## src/rtl/pipe_ctrl_pkg.sv

```systemverilog
// Shared types and constants for the pipeline controller.
// Holds the memory-wait FSM state encoding, forwarding selects and counter width.
package pipe_ctrl_pkg;

  typedef enum logic [1:0] {
    IDLE = 2'd0,
    BUSY = 2'd1,
    DONE = 2'd2
  } wait_state_t;

  localparam int CNT_W = 4;

  localparam logic [1:0] FWD_REG = 2'b00;
  localparam logic [1:0] FWD_MEM = 2'b01;
  localparam logic [1:0] FWD_WB  = 2'b10;

endpackage

```

## src/rtl/mem_wait_fsm.sv

```systemverilog
// Data-memory wait sequencer: stalls the pipe for exactly MEM_WAIT_CYCLES per access.
// Latency: stall asserts in the same cycle mem_req is seen in IDLE; no backpressure.
module mem_wait_fsm
  import pipe_ctrl_pkg::*;
#(
  parameter int MEM_WAIT_CYCLES = 4
) (
  input  logic clk,
  input  logic rst,
  input  logic mem_req,
  output logic stall,
  output logic mem_busy
);

  wait_state_t          state;
  logic [CNT_W-1:0]     cnt;

  always_ff @(posedge clk or negedge rst) begin
    if (!rst) begin
      state <= IDLE;
      cnt   <= '0;
    end else begin
      case (state)
        IDLE: begin
          if (mem_req) begin
            if (MEM_WAIT_CYCLES > 1) begin
              cnt   <= CNT_W'(MEM_WAIT_CYCLES - 1);
              state <= BUSY;
            end else begin
              state <= DONE;
            end
          end
        end
        BUSY: begin
          if (cnt == CNT_W'(1)) state <= DONE;
          else                  cnt   <= cnt - CNT_W'(1);
        end
        // The departing instruction still drives mem_req here; it must not restart a wait.
        DONE:    state <= IDLE;
        default: state <= IDLE;
      endcase
    end
  end

  assign stall    = rst && (((state == IDLE) && mem_req) || (state == BUSY));
  assign mem_busy = rst && (state != IDLE);

endmodule

```

## src/rtl/pipe_ctrl.sv

```systemverilog
// Five-stage pipeline controller: freeze/flush sequencing, RAW hazards, branch flush, memory stall.
// Latency: all outputs combinational, zero cycles; FORWARDING_EN adds EXE operand forwarding selects.
module pipe_ctrl
  import pipe_ctrl_pkg::*;
#(
  parameter int MEM_WAIT_CYCLES = 4
) (
  input  logic       clk,
  input  logic       rst,
  input  logic [3:0] id_src1,
  input  logic [3:0] id_src2,
  input  logic       id_src1_used,
  input  logic       id_src2_used,
  input  logic [3:0] exe_dest,
  input  logic       exe_wb_en,
  input  logic       exe_mem_r_en,
  input  logic [3:0] mem_dest,
  input  logic       mem_wb_en,
  input  logic [3:0] wb_dest,
  input  logic       wb_wb_en,
  input  logic       exe_branch_taken,
  input  logic       mem_req,
  output logic       freeze_if,
  output logic       flush_if_id,
  output logic       flush_id_ex,
  output logic       freeze_back,
`ifdef FORWARDING_EN
  output logic [1:0] fwd_sel_a,
  output logic [1:0] fwd_sel_b,
`endif
  output logic       mem_busy
);

  logic stall;
  logic hz_exe;
  logic hz_mem;
  logic hazard;

  mem_wait_fsm #(
    .MEM_WAIT_CYCLES (MEM_WAIT_CYCLES)
  ) u_mem_wait_fsm (
    .clk      (clk),
    .rst      (rst),
    .mem_req  (mem_req),
    .stall    (stall),
    .mem_busy (mem_busy)
  );

  assign hz_exe = exe_wb_en && ((id_src1_used && (id_src1 == exe_dest)) ||
                                (id_src2_used && (id_src2 == exe_dest)));
  assign hz_mem = mem_wb_en && ((id_src1_used && (id_src1 == mem_dest)) ||
                                (id_src2_used && (id_src2 == mem_dest)));

`ifdef FORWARDING_EN
  // With forwarding only a load in EXE cannot be bypassed in time.
  assign hazard = exe_mem_r_en && hz_exe;

  logic unused_hz;
  assign unused_hz = hz_mem;

  always_comb begin
    fwd_sel_a = FWD_REG;
    fwd_sel_b = FWD_REG;
    if (rst) begin
      if (mem_wb_en && (id_src1 == mem_dest))     fwd_sel_a = FWD_MEM;
      else if (wb_wb_en && (id_src1 == wb_dest))  fwd_sel_a = FWD_WB;
      if (mem_wb_en && (id_src2 == mem_dest))     fwd_sel_b = FWD_MEM;
      else if (wb_wb_en && (id_src2 == wb_dest))  fwd_sel_b = FWD_WB;
    end
  end
`else
  assign hazard = hz_exe || hz_mem;

  logic unused_fwd;
  assign unused_fwd = ^{wb_dest, wb_wb_en, exe_mem_r_en};
`endif

  always_comb begin
    freeze_if   = 1'b0;
    flush_if_id = 1'b0;
    flush_id_ex = 1'b0;
    freeze_back = 1'b0;
    if (!rst) begin
      freeze_if = 1'b0;
    end else if (stall) begin
      // A taken branch waits in the frozen EXE and is flushed once stall drops.
      freeze_if   = 1'b1;
      freeze_back = 1'b1;
    end else if (exe_branch_taken) begin
      flush_if_id = 1'b1;
      flush_id_ex = 1'b1;
    end else if (hazard) begin
      freeze_if   = 1'b1;
      flush_id_ex = 1'b1;
    end
  end

endmodule

```

## config.mk

```make
export PLATFORM = sky130hd
export DESIGN_NAME = pipe_ctrl
export DESIGN_NICKNAME = d
export VERILOG_FILES = /design/src/rtl/pipe_ctrl_pkg.sv /design/src/rtl/mem_wait_fsm.sv /design/src/rtl/pipe_ctrl.sv
export SDC_FILE = /design/constraint.sdc
export NUM_CORES = 1
export LEC_CHECK = 0
export BUFFER_PORTS_ARGS = -buffer_cell sky130_fd_sc_hd__buf_4
export CAP_MARGIN = 20
export CORE_UTILIZATION = 41
export DETAILED_ROUTE_END_ITERATION = 10
export GPL_TIMING_DRIVEN = 0
export PLACE_DENSITY = 0.74
export SLEW_MARGIN = 30
export SYNTH_ARGS = -nofsm -noshare
export SYNTH_HDL_FRONTEND = slang
export SYNTH_HIERARCHICAL = 1
export SYNTH_SLANG_ARGS = --single-unit
```

## constraint.sdc

```tcl
create_clock -name clk -period 1.5 [get_ports clk]
set_clock_uncertainty 0.05 [all_clocks]
set_input_delay 0.225 -clock clk [delete_from_list [all_inputs] [get_ports clk]]
set_output_delay 0.225 -clock clk [all_outputs]
set_load 0.005 [all_outputs]
```

==> results.tsv, run 1 <==
metric	value	unit
status	finished with violations	
violations	setup timing	
synth_top_area_share	26.26	%
cp_data_arrival_time	1.30	ns
slew_headroom	79.11	%
power_density	1204	mW/mm²
cp-endpoint	freeze_if	
die_x	39.35	µm
finalSetupViolations	3	
first_iter_violations	10	
drt_pass1_iterations	4	
synthCells	68	
yosysTopAreaCell	dfrtp_1	
synth_compound_area_share	6.346	%
synth.cell_area	571.8	µm²
utilization	72.12	%
period_share	104.9	%
drt-vias-per-instance	5.136	
slowest_delay	0.40	ns
place_congestion	0.7251	
fin_crit	1.573	ns
p_leak	0.4366	nW
dieArea	0.001548	mm²
clk_latency	0.25	ns
use_met3	6.818	%
critPathLaunchType	flip-flop	
layout_common_cells	buf_4 (32), xor2_1 (12), nand3_1 (5)	
ys_types	21	
synthXorXnorAreaFrac	24.51	%
synth_seq_area_share	26.26	%
crit_fanout	2	
synth.mux.area_fraction	3.501	%
use_met1	22.07	%
slowest_stage	dfrtp_2	
clockRootBuffer	clkbuf_4	
hold_violations	0	
cp-startpoint	u_mem_wait_fsm/state[1]	
path_class	flip-flop to output pin	
clk_pin_slew	0.05	ns
final_area	938.4	µm²
hold_path.startpoint	mem_req	
finalMaxSlewViolations	0	
antenna_found_initial	0	
maxCapViolations	0	
cts_tree	yes	
fmax	635.6	MHz
ir_worst_vdd	0.9152	mV
r2r-end	u_mem_wait_fsm/cnt[1]	
placed_area	800.8	µm²
finalWorstSetupSlack	-0.07333	ns
synth_seq_cells	6	
path_cells	o21bai_4 -> nor2_2 -> and2_4 -> o21bai_1 -> buf_4	
grt_util_all_layers	22.09	%
coreArea	0.001301	mm²
num_vias	606	
wl_per_cell	14.02	µm
preCtsSetupSlack	-0.02815	ns
grt_start_max_net_pins	8	
required	1.22	ns
synth-simple-area-share	31.51	%
rsz0062_at_grt	true	
synthTopCellsByArea	dfrtp_1 (26%), xor2_1 (18%), xnor2_1 (6.1%)	
initial_utilization	43.94	%
final_common_cell	buf_4	
hold_class	input port to flip-flop	
synth_fp_nets	100	
drive_gt1_share	51.46	%
wl	1654	µm
post-dp-hpwl	1112	µm
htreeDepth	1	
ys_warn_count	6	
ant_nets	0	
grt_pass1_wl	2311	µm
n_antenna_cell	0	
grt_overflow	0	
worst_slew_pin_slew	0.3104	ns
cts_inserted_buffers	3	
clock_sinks	6	
rrSetupSlack	0.07	ns
r2r_cells	4	
syn2layout_area_growth	64.11	%
route.detailed.drc	0	
nNetsFinal	137	
die_h	39.35	µm
pin_count	35	
rr_startpoint	u_mem_wait_fsm/cnt[0]	
cts.path.max_buffers	2	
grt_pass1_vias	584	
synthAdderAreaFrac	4.376	%
avgSynthCellArea	8.409	µm²
grt_use_met2	43.75	%
cp-end-kind	output pin	
min_path_cells	3	
portBuffers	28	
synth_top_family_by_area	simple AND/OR/NAND/NOR gates	
rows	13	
busiest_layer	met2	
## repair_timing
| item | in CTS | in global routing |
|---|---|---|
| resized for setup | 10 | 7 |
| setup endpoints to repair | 4 | 6 |
| setup buffers | 4 | 1 |
| endpoints found under the hold margin | 6 | 0 |
| gates cloned | 0 | 0 |
| pin swaps | 5 | 1 |
| hold buffers | 1 | 0 |
## final cells by class
class	count	area, µm²
multi-input combinational	57	479.2
fill	115	362.8
timing repair buffer	33	250.2
inverter	4	15.01
clock buffer	3	22.52
sequential	6	152.6
tap	15	18.77
## cells in the mapped netlist (all sizes together)
library cell  count
xor2             12
dfrtp             6
nor2              6
nand3             5
nor4              5
inv               4
nand2             4
nor3              4
xnor2             4
nor3b             3
ha                2
mux2i             2
nand2b            2
nand3b            2
o21bai            2
a21oi             1
a31o              1
and2              1
buf               1
o211ai            1
## registers in the layout (all words and copies together) (netlist names)
name,count
u_mem_wait_fsm/cnt,4
u_mem_wait_fsm/state,2
## per-stage QoR
step                TNS [ns]  cells  power [mW]  hold WS, ns
detailed placement  -0.05299    111      0.8205     0.002112
floorplan                  0     68      0.6426      -0.1206
CTS                 -0.04783    117       1.072       0.1869
global route         -0.3175    118       1.213       0.2153
global placement    -0.08291    111      0.7973    0.0004342
finish               -0.1176    118       1.130       0.1966
## routing by layer
layer / share of wire [%] / vias up
li1: - / 305
met1: 37 / 281
met2: 58 / 18
met3: 4.7 / 2
met4: 0.24 / 0
met5: 0 / -
## logic make-up (layout without fill, tap and decap cells)
group	after synthesis	count (layout)
and+or+nand+nor	32	32
xor gates and xnor gates	16	16
DFF	6	6
AOI/OAI and AO/OA	5	5
buffers and inverters	5	40
adders and majority gates	2	2
muxes	2	2
## worst min path at each step
stage | end | slack, ns
5_1_grt | u_mem_wait_fsm/state[0] | 0.22
3_3_place_gp | u_mem_wait_fsm/state[0] | 0.0004
4_1_cts | u_mem_wait_fsm/state[0] | 0.19
6_report | u_mem_wait_fsm/state[0] | 0.20
2_1_floorplan | u_mem_wait_fsm/cnt[0] | -0.12
3_5_place_dp | u_mem_wait_fsm/state[0] | 0.002
## power by group
group / switching (mW) / leakage, nW / internal, mW
clock network: 0.0604 / 0.0138 / 0.0906
registers: 0.0766 / 0.0714 / 0.238
logic: 0.300 / 0.351 / 0.364
## critical path: cells and delay by family (launching register included)
family	cells	cell delay [ns]
flip-flops	1	0.40
AO/OA/AOI/OAI	2	0.27
AND/OR/NAND/NOR	2	0.26
buffers and inverters	1	0.12
No activity file was read; power rests on OpenSTA's default activity.
==> run 2, diff against run 1 <==
Settings changed: TNS_END_PERCENT set to 20.
==> run 2 against run 1 <==
Compared with the run above:
- the run still ends with setup timing left
- clock power hardly changed
- non-clock buffer count is 1 lower
- hold slack worse by 0.0093 ns
- global-route usage is 1.8 points lower
- combinational power is 12% lower
- sequential share of layout area is 1.3 points higher
- final area is 7.3% lower
- critical path type is now input port to output pin
- largest cell class unchanged
- highest routed layer is now met3
==> results.tsv, run 2 (synthesis gave the netlist of run 1 again) <==
metric	value	unit	change
coreArea	0.001301	mm²	unchanged
drt_pass1_iterations	4		unchanged
initial_utilization	43.94	%	unchanged
fmax	646.8	MHz	+1.8%
htreeDepth	1		unchanged
reg_top3	u_mem_wait_fsm/cnt (4), u_mem_wait_fsm/state (2)		
clock_sinks	6		unchanged
grt_start_max_net_pins	8		unchanged
ant_nets	0		unchanged
clk_pin_slew	0.05	ns	about the same
hold_class	input port to flip-flop		
antenna_found_initial	0		unchanged
critPathLaunchType	input port		
grt_pass1_vias	558		-4.5%
fin_cells	117		-0.85%
syn2layout_area_growth	52.08	%	
cp_data_arrival_time	1.27	ns	-0.03 ns
slowest_stage	nor4_1		
required	1.22	ns	about the same
path_cells	buf_4 -> xnor2_1 -> nand3_1 -> nor4_1 -> nor4_1 -> a21oi_1 -> buf_4		
cts.path.max_buffers	2		unchanged
largest_register_ffs	4		unchanged
hold_violations	0		unchanged
post-dp-hpwl	1112	µm	unchanged
rsz0062_at_grt	true		
cts_tree	yes		
drive_gt1_share	40.20	%	-11 points
slew_headroom	74.02	%	-5.1 points
first_iter_violations	6		-4
portBuffers	28		unchanged
drt-vias-per-instance	5.000		-2.6%
finalWorstSetupSlack	-0.04613	ns	+0.02719 ns
preCtsSetupSlack	-0.02815	ns	unchanged
nNetsFinal	136		-0.73%
num_vias	585		-3.5%
utilization	66.83	%	-5.3 points
cp-end-kind	output pin		
place_congestion	0.7251		unchanged
place_inst	111		unchanged
dieArea	0.001548	mm²	unchanged
crit_buf_inv	2		+1
slowest_delay	0.40	ns	about the same
final_common_cell	buf_4		
grt_pass1_wl	2139	µm	-7.4%
die_x	39.35	µm	unchanged
n_antenna_cell	0		unchanged
period_share	103.1	%	-1.8 points
route.detailed.drc	0		unchanged
fin_crit	1.546	ns	-0.02719 ns
grt_overflow	0		unchanged
clockRootBuffer	clkbuf_4		
power_density	1201	mW/mm²	-0.32%
layout_common_cells	buf_4 (31), xor2_1 (12), nand3_1 (5), nor4_1 (5), nor2_1 (5)		
wl	1391	µm	-16%
grt_util_all_layers	20.31	%	-1.8 points
pin_count	35		unchanged
cts_inserted_buffers	3		unchanged
ir_worst_vdd	0.9734	mV	+6.4%
finalSetupViolations	2		-1
p_leak	0.4176	nW	-4.3%
wl_per_cell	11.89	µm	-15%
rows	13		unchanged
die_h	39.35	µm	unchanged
status	finished with violations		
path_class	input port to output pin		
clk_latency	0.25	ns	about the same
maxCapViolations	0		unchanged
crit_fanout	2		unchanged
crit_family	simple AND/OR/NAND/NOR gates		
finalMaxSlewViolations	0		unchanged
violations	setup timing		
worst_slew_pin_slew	0.3861	ns	+0.07564 ns
top_register	u_mem_wait_fsm/cnt		
==> run 2: metrics by stage <==
step           power (mW)  hold slack [ns]  area (µm²)  setup TNS, ns
3_5_place_dp       0.8205         0.002112       800.8       -0.05299
6_report            1.044           0.1873       869.6       -0.09018
3_3_place_gp       0.7973        0.0004342       800.8       -0.08291
2_1_floorplan      0.6426          -0.1206       571.8              0
5_1_grt             1.122           0.2093       869.6        -0.2707
4_1_cts             1.026           0.1643       853.3        -0.1408
==> run 2: layout make-up <==
| class | count | area [µm²] |
|---|---|---|
| Clock buffer | 3 | 22.52 |
| Tap cell | 15 | 18.77 |
| Sequential cell | 6 | 152.6 |
| Timing Repair Buffer | 32 | 242.7 |
| Multi-Input combinational cell | 57 | 417.9 |
| Inverter | 4 | 15.01 |
| Fill cell | 129 | 431.7 |
==> run 2: timing repair <==
action	4_1_cts	5_1_grt
setup buffers	3	0
setup endpoints to repair	4	6
resized for setup	2	3
hold endpoints to repair	6	0
hold buffers	1	0
pin swaps	1	1
==> run 2: worst paths after layout <==
path | startpoint | endpoint | slack (ns) | cells past startpoint
max in group asynchronous | rst | u_mem_wait_fsm/state[1] | 0.78 | 2
setup / recovery | mem_dest[2] | flush_id_ex | -0.05 | 7
setup reg to reg | u_mem_wait_fsm/cnt[0] | u_mem_wait_fsm/cnt[1] | 0.07 | 4
hold reg to reg | u_mem_wait_fsm/cnt[3] | u_mem_wait_fsm/state[1] | 0.48 | 1
min in group asynchronous | rst | u_mem_wait_fsm/cnt[3] | 0.37 | 2
hold / removal | mem_req | u_mem_wait_fsm/state[0] | 0.19 | 3
==> run 2: report_power, final <==
group	internal [mW]	switching, mW	total (mW)
clock network	0.0907	0.0605	0.151
logic	0.322	0.262	0.585
registers	0.238	0.0699	0.308
==> run 2: routing by layer <==
layer | vias up | part of all wire (%) | global-route usage (%)
met4 | 0 | 0 | 4.310
met1 | 266 | 40 | 21.03
met2 | 16 | 55 | 38.75
met5 | - | 0 | 0
met3 | 0 | 5.1 | 6.818
li1 | 303 | - | -
==> run 2: worst min-delay path, delay by kind of cell <==
family / cells / cell delay, ns
buffers and inverters: 1 / 0.10
AND/OR/NAND/NOR: 2 / 0.12
